**config.mk**
```make
export PLATFORM = sky130hd
export DESIGN_NAME = decoder_scan_sequencer
export DESIGN_NICKNAME = d
export VERILOG_FILES = /design/src/rtl/decoder_scan_sequencer.sv
export SDC_FILE = /design/constraint.sdc
export NUM_CORES = 1
export LEC_CHECK = 0
export CAP_MARGIN = 25
export CORE_ASPECT_RATIO = 1.25
export CORE_MARGIN = 1.5
export CORE_UTILIZATION = 57
export DETAILED_ROUTE_END_ITERATION = 8
export PLACE_DENSITY = 0.93
export SYNTH_ARGS = -nofsm -noshare
export SYNTH_HDL_FRONTEND = slang
export SYNTH_SLANG_ARGS = --single-unit
```
**constraint.sdc**
```tcl
create_clock -name clk -period 3.3 [get_ports clk]
set_input_delay 0.99 -clock clk [delete_from_list [all_inputs] [get_ports clk]]
set_output_delay 0.99 -clock clk [all_outputs]
set_load 0.02 [all_outputs]
```
**src/rtl/decoder_scan_sequencer.sv**
```systemverilog
// Address sequencer for a downstream 3-to-8 decoder. It sweeps A up or down,
// holds each address for a programmable dwell time, and runs either one sweep or continuously.
`timescale 1ns/1ps

module decoder_scan_sequencer #(
   parameter int DWELL_W = 8
) (
   input  logic               clk,
   input  logic               reset,
   input  logic               Start,
   input  logic               Stop,
   input  logic               Mode,
   input  logic               Dir,
   input  logic [DWELL_W-1:0] Dwell,
   output logic [2:0]         A,
   output logic               Enable,
   output logic               Busy,
   output logic               Done
);

   typedef enum logic [1:0] {
      IDLE,
      SCAN,
      FINISH
   } stateT;

   stateT              state, stateNext;
   logic [DWELL_W-1:0] dwellCount, dwellCountNext;
   logic [DWELL_W-1:0] dwellLat, dwellLatNext;
   logic               modeLat, modeLatNext;
   logic               dirLat, dirLatNext;
   logic [2:0]         aNext;
   logic               enableNext;
   logic               busyNext;
   logic               doneNext;
   logic               atTerminal;
   logic [2:0]         steppedAddr;

   // Stepping and wrapping share one modulo-8 add/subtract.
   assign atTerminal  = dirLat ? (A == 3'd0) : (A == 3'd7);
   assign steppedAddr = dirLat ? (A - 3'd1) : (A + 3'd1);

   always_ff @(posedge clk) begin
      if (reset) begin
         state      <= IDLE;
         A          <= 3'd0;
         Enable     <= 1'b0;
         Busy       <= 1'b0;
         Done       <= 1'b0;
         dwellCount <= '0;
         dwellLat   <= '0;
         modeLat    <= 1'b0;
         dirLat     <= 1'b0;
      end else begin
         state      <= stateNext;
         A          <= aNext;
         Enable     <= enableNext;
         Busy       <= busyNext;
         Done       <= doneNext;
         dwellCount <= dwellCountNext;
         dwellLat   <= dwellLatNext;
         modeLat    <= modeLatNext;
         dirLat     <= dirLatNext;
      end
   end

   always_comb begin
      stateNext      = state;
      aNext          = A;
      enableNext     = Enable;
      busyNext       = Busy;
      doneNext       = 1'b0;
      dwellCountNext = dwellCount;
      dwellLatNext   = dwellLat;
      modeLatNext    = modeLat;
      dirLatNext     = dirLat;

      case (state)
         IDLE: begin
            enableNext = 1'b0;
            busyNext   = 1'b0;
            if (Start && !Stop) begin
               stateNext      = SCAN;
               aNext          = Dir ? 3'd7 : 3'd0;
               enableNext     = 1'b1;
               busyNext       = 1'b1;
               dwellCountNext = Dwell;
               dwellLatNext   = Dwell;
               modeLatNext    = Mode;
               dirLatNext     = Dir;
            end
         end

         SCAN: begin
            // Stop outranks every counting, stepping and finishing action.
            if (Stop) begin
               stateNext  = IDLE;
               enableNext = 1'b0;
               busyNext   = 1'b0;
            end else if (dwellCount != '0) begin
               dwellCountNext = dwellCount - DWELL_W'(1);
            end else if (!atTerminal || modeLat) begin
               aNext          = steppedAddr;
               dwellCountNext = dwellLat;
            end else begin
               stateNext  = FINISH;
               enableNext = 1'b0;
               busyNext   = 1'b0;
               doneNext   = 1'b1;
            end
         end

         FINISH: begin
            stateNext  = IDLE;
            enableNext = 1'b0;
            busyNext   = 1'b0;
         end

         default: begin
            stateNext  = IDLE;
            enableNext = 1'b0;
            busyNext   = 1'b0;
         end
      endcase
   end

endmodule
```
==> results of run 1 <==
[stage by stage]
stage          utilization  instances  worst slack, ps  hold slack [ps]  instance area [um^2]
2_1_floorplan            -        162             1270            432.9                  1348
5_1_grt             0.7131        210            773.9            500.7                  1577
6_report            0.7131        210            883.1            471.1                  1577
3_5_place_dp        0.7012        206            624.5            453.9                  1550
4_1_cts             0.7131        210            894.7            472.3                  1577
3_3_place_gp        0.7012        206            695.1            444.2                  1550
[layer usage]
layer	track usage	up-vias	wire, um
met5	0	-	0
met4	0.07755	0	26
met3	0.04430	4	123
met2	0.3988	41	1507
met1	0.3598	587	1325
li1	-	615	-
[cells by family (layout without fill, tap and decap cells)]
| family | count (synthesis) | count (layout) | synth area share |
|---|---|---|---|
| simple gates | 61 | 61 | 0.2349 |
| fa+ha+maj | 3 | 3 | 0.03342 |
| xor+xnor | 4 | 4 | 0.02600 |
| compound gates | 51 | 51 | 0.2609 |
| mux | 3 | 3 | 0.02321 |
| flops | 25 | 25 | 0.3714 |
| buf+inv | 15 | 32 | 0.05014 |
[cells in the mapped netlist, drive strengths merged (2+ instances only)]
| library cell | instances | area [um^2] |
|---|---|---|
| nand2 | 33 | 123.9 |
| dfxtp | 25 | 500.5 |
| a21oi | 17 | 96.35 |
| a31oi | 8 | 65.06 |
| o21ai | 8 | 40.03 |
| inv | 7 | 26.28 |
| nor2 | 7 | 26.28 |
| nor3 | 5 | 35.03 |
| buf | 4 | 26.28 |
| clkbuf | 4 | 15.01 |
| o211ai | 4 | 30.03 |
| nand2b | 3 | 18.77 |
| xnor2 | 3 | 26.28 |
| a21o | 2 | 15.01 |
| and2 | 2 | 15.02 |
| ha | 2 | 25.02 |
| mux2i | 2 | 20.02 |
| nor2b | 2 | 12.51 |
| nor4 | 2 | 12.51 |
| o31ai | 2 | 20.02 |
[final timing paths]
kind / from / end / slack, ps
max: A[0]$_SDFFE_PP0P_ / A[0] / 880
min: dwellLat[2]$_SDFFE_PP0P_ / dwellLat[2]$_SDFFE_PP0P_ / 470
max reg2reg: dwellCount[0]$_SDFFE_PP0P_ / A[0]$_SDFFE_PP0P_ / 1060
min reg2reg: dwellLat[2]$_SDFFE_PP0P_ / dwellLat[2]$_SDFFE_PP0P_ / 470
[cell type report]
| type | count | area [um^2] | share of cell area |
|---|---|---|---|
| flip-flops and latches | 25 | 500.5 | 0.3175 |
| inverters | 7 | 26.28 | 0.01667 |
| multi-input cells | 122 | 779.5 | 0.4944 |
| clock buffers | 4 | 26.28 | 0.01667 |
| repair buffers | 21 | 205.2 | 0.1302 |
| well taps | 31 | 38.79 | 0.02460 |
[power by group through the flow]
stage	logic, uW	registers [uW]	clock network, uW
detailed placement	165	348	0
CTS	166	341	141
finish	167	342	140
floorplan	114	347	0
global placement	157	347	0
global route	185	345	150
[sequential cells by signal (all words and copies together), names as in the netlist]
signal and flops:
dirLat 1, Done 1, dwellCount 8, modeLat 1, Busy 1, state 2, dwellLat 8, A 3
[worst reg2reg max path, cell delays in order (launching register included)]
cell	delay, ps
dfxtp_1	380
inv_1	120
ha_1	220
nor4b_4	250
nand2_1	300
o31ai_2	480
a21oi_1	130
a311oi_1	280
==> flow_summary.yaml, run 1 <==
outcome:
  status: "finished clean"
setup_path:
  arrival_ps: 1430
  crit_path_max_fanout: 6
  critPathKind: "reg2out"
  critPathTopFamily: "buffers and inverters"
  worst-path-stages: 1
  critPathSlowestCell: "clkdlybuf4s50_1"
  max_stage_delay_ps: 650
  reg2regPathDepth: 7
  crit_chain: "clkdlybuf4s50_1"
  worst-path-buf-inv: 1
  startpoint_type: "flip-flop"
  cp-end-kind: "primary output"
  crit_required_ps: 2310
route:
  dr.pass1.iters: 4
  routed_wirelength_um: 2982
  ant_nets: 0
  routedWlPerCell_um: 14.20
  drc: 0
  routed-via-count: 1247
  via_per_inst: 5.938
  drt-initial-drc-count: 62
floorplan:
  ioPinCount: 20
  die_area_um2: 2667
  core_um2: 2211
  dieWidth_um: 46.49
  die_h_um: 57.36
  placementRows: 19
  initial_core_util: 0.6095
layout:
  fillers: 178
  layout_commonest_cell: "nand2_1"
  n_antenna_cell: 0
  syn_to_final_growth_pct: 16.99
  nets: 197
  final_cell_mix: "nand2_1, dfxtp_1, clkdlybuf4s50_1, a21oi_1"
  drive_above_1_share: 0.07821
pwr:
  intPower_uw: 443.3
  netSwitchingFraction: 0.3172
  peakVddDrop_mv: 0.3843
  combinationalPowerShare: 0.257
  p_clk_frac: 0.216
  power-per-cell-area_nw_per_um2: 411.8
  p_seq_frac: 0.527
  p_leak_uw: 0.0005644
  power_switching_uw: 205.9
  power.total_uw: 649.2
synth:
  synth_nets: 179
  yosysSeqAreaShare: 0.3714
  synthesis.area_um2: 1348
  synth.avg_cell_area_um2: 8.318
  ys_ff_latch: 25
  netlist_instances: 162
  ys.flop_type: "dfxtp_1"
  synthArstFlopShare: 0
  ys_types: 48
  synth-warning-count: 0
  synth_edf_count: 0
placed_design:
  place_congestion: 0.8542
  io_buffers: 19
  hpwl_um: 2260
flow_run:
  maxCapViolCount: 0
cts:
  cts.clk_slew.worst_paths_ps: 140
  cts_hold_buf: 0
  cts_max_level: 1
  clock_sinks: 25
  numCtsBuffers: 3
  post_cts_buffers: 0
  clockRootBuffer: "clkbuf_4"
  cts_resized: 0
  clk_latency_ps: 320
  cts_max_path_buffers: 2
  cts_tree: "built"
sta:
  finClkSkew_ps: 5.745
  finalCritPeriodShare: 0.7324
  finalHoldViolCount: 0
  fin_crit_ps: 2417
  finalMaxSlewViolations: 0
  fmax_mhz: 413.8
  tightest_slew_ps: 616.1
  rsz0062_at_grt: "no"
  slew_headroom: 0.5878
  finalSetupViolations: 0
  tns_ps: 0
global_route:
  antenna_found_initial: 0
  gr-total-overflow: 0
  grt_pass1_wl_um: 5168
  grt_max_degree: 16
  grt_pass1_vias: 1217
  track_usage: 0.2573
worst_hold_path:
  holdPathStages: 2
  worstHoldPathType: "reg2reg"
No activity file was read; power rests on OpenSTA's default activity.
==> run 2, diff against run 1 <==
--- a/config.mk
+++ b/config.mk
@@ -8,9 +8,9 @@
 export CAP_MARGIN = 25
 export CORE_ASPECT_RATIO = 1.25
 export CORE_MARGIN = 1.5
-export CORE_UTILIZATION = 57
+export CORE_UTILIZATION = 48
 export DETAILED_ROUTE_END_ITERATION = 8
-export PLACE_DENSITY = 0.93
+export PLACE_DENSITY = 0.85
 export SYNTH_ARGS = -nofsm -noshare
 export SYNTH_HDL_FRONTEND = slang
 export SYNTH_SLANG_ARGS = --single-unit
==> constraint.sdc (replaced) <==
create_clock -name clk -period 2.04 [get_ports clk]
set_input_delay 0.612 -clock clk [delete_from_list [all_inputs] [get_ports clk]]
set_output_delay 0.612 -clock clk [all_outputs]
set_load 0.02 [all_outputs]
==> run 2 against run 1 <==
  * Register-to-register slack lost 980 ps
  * First-iteration DRC count shrank 32%
  * Total power grew 64%
==> flow_summary.yaml, run 2 (same netlist as run 1, synthesis figures left out) <==
setup_path:
  arrival_ps: 1370
  crit_required_ps: 1430
  crit_start: "A[2]$_SDFFE_PP0P_"
  worstReg2RegEnd: "A[0]$_SDFFE_PP0P_"
  worst-path-stages: 1
  endpoint: "A[2]"
  crit_path_max_fanout: 5
  critPathTopFamily: "buffers and inverters"
  startpoint_type: "flip-flop"
  critPathKind: "reg2out"
  max_stage_delay_ps: 630
  reg2regPathDepth: 7
  cp-end-kind: "primary output"
  critPathSlowestCell: "clkdlybuf4s50_1"
  worst-path-buf-inv: 1
  r2r-start: "dwellCount[0]$_SDFFE_PP0P_"
  r2r_slack_ps: 80
  crit_chain: "clkdlybuf4s50_1"
cts:
  numCtsBuffers: 3
  cts_max_path_buffers: 2
  cts_hold_buf: 0
  cts_tree: "built"
  post_cts_buffers: 0
  cts_resized: 0
  cts_max_level: 1
  clk_latency_ps: 310
  clock_sinks: 25
  cts.clk_slew.worst_paths_ps: 130
  clockRootBuffer: "clkbuf_4"
route:
  via_per_inst: 5.632
  routed_wirelength_um: 3113
  drc: 0
  ant_nets: 0
  dr.pass1.iters: 4
  drt-initial-drc-count: 42
  routed-via-count: 1239
  routedWlPerCell_um: 14.15
floorplan:
  die_h_um: 62.24
  dieWidth_um: 50.39
  initial_core_util: 0.5028
  ioPinCount: 20
  core_um2: 2680
  placementRows: 21
  die_area_um2: 3136
layout:
  n_antenna_cell: 0
  syn_to_final_growth_pct: 22.19
  nets: 204
  largestRegisters: "dwellCount (8), dwellLat (8), A (3)"
  design_area_um2: 1647
  layout_commonest_cell: "nand2_1"
  drive_above_1_share: 0.1290
  final_cell_mix: "nand2_1, dfxtp_1, clkdlybuf4s50_1, a21oi_1, buf_4"
sta:
  finClkSkew_ps: 2.355
  fmax_mhz: 504.2
  whs_ps: 472.6
  fin_crit_ps: 1983
  finalHoldViolCount: 0
  finalMaxSlewViolations: 0
  finalCritPeriodShare: 0.9722
  slew_headroom: 0.5378
  finalSetupViolations: 0
  tightest_slew_ps: 688.6
global_route:
  gr-total-overflow: 0
  grt_max_degree: 16
  track_usage: 0.2116
  grt_pass1_vias: 1213
  grt_pass1_wl_um: 5313
  antenna_found_initial: 0
pwr:
  power-per-cell-area_nw_per_um2: 645.6
  peakVddDrop_mv: 0.6604
  p_leak_uw: 0.0006006
placed_design:
  io_buffers: 19
  dpl_cell_area_um2: 1607
  hpwl_um: 2432
  place_congestion: 0.8985
flow_run:
  maxCapViolCount: 0
worst_hold_path:
  worstHoldPathType: "reg2reg"
outcome:
  status: "finished clean"
[run 2: per-stage QoR]
step	TNS, ps	instances	worst slack [ps]	power [uW]	util
after global placement	-1648	216	-127.8	832.1	0.5994
final	0	220	56.77	1063	0.6144
after CTS	0	220	27.35	1057	0.6092
after detailed placement	-3101	216	-283.6	845.2	0.5994
after floorplan	0	162	119.6	746.6	-
after global routing	-3.837	220	-3.837	1113	0.6144
[run 2: cell type report]
cell class,instances,area (um^2)
fillers,238,1033
multi-input cells,122,792.0
flip-flops and latches,25,501.7
repair buffers,28,257.7
well taps,34,42.54
clock buffers,4,26.28
inverters,7,26.28
[run 2: how the worst min path moves through the flow]
stage / from / endpoint / depth (start not counted)
after floorplan: dwellLat[7]$_SDFFE_PP0P_ / dwellLat[7]$_SDFFE_PP0P_ / 2
after global placement: dwellLat[1]$_SDFFE_PP0P_ / dwellLat[1]$_SDFFE_PP0P_ / 2
after detailed placement: dwellLat[0]$_SDFFE_PP0P_ / dwellLat[0]$_SDFFE_PP0P_ / 2
after CTS: dwellLat[0]$_SDFFE_PP0P_ / dwellLat[0]$_SDFFE_PP0P_ / 2
after global routing: dwellLat[2]$_SDFFE_PP0P_ / dwellLat[2]$_SDFFE_PP0P_ / 2
final: dwellLat[4]$_SDFFE_PP0P_ / dwellLat[4]$_SDFFE_PP0P_ / 2
[run 2: report_power, final]
part | leakage [uW] | switching (uW) | internal [uW] | total (uW)
Combinational | 0.000380 | 152 | 139 | 291
Sequential | 0.000205 | 36.0 | 517 | 553
Clock | 0.0000150 | 142 | 76.5 | 219
[run 2: per-layer routing]
layer	track usage	vias to the layer above	routed length [um]
met5	0	-	0
met4	0.09459	0	31
met3	0.01923	4	90
met2	0.3602	25	1660
met1	0.2666	582	1331
li1	-	628	-
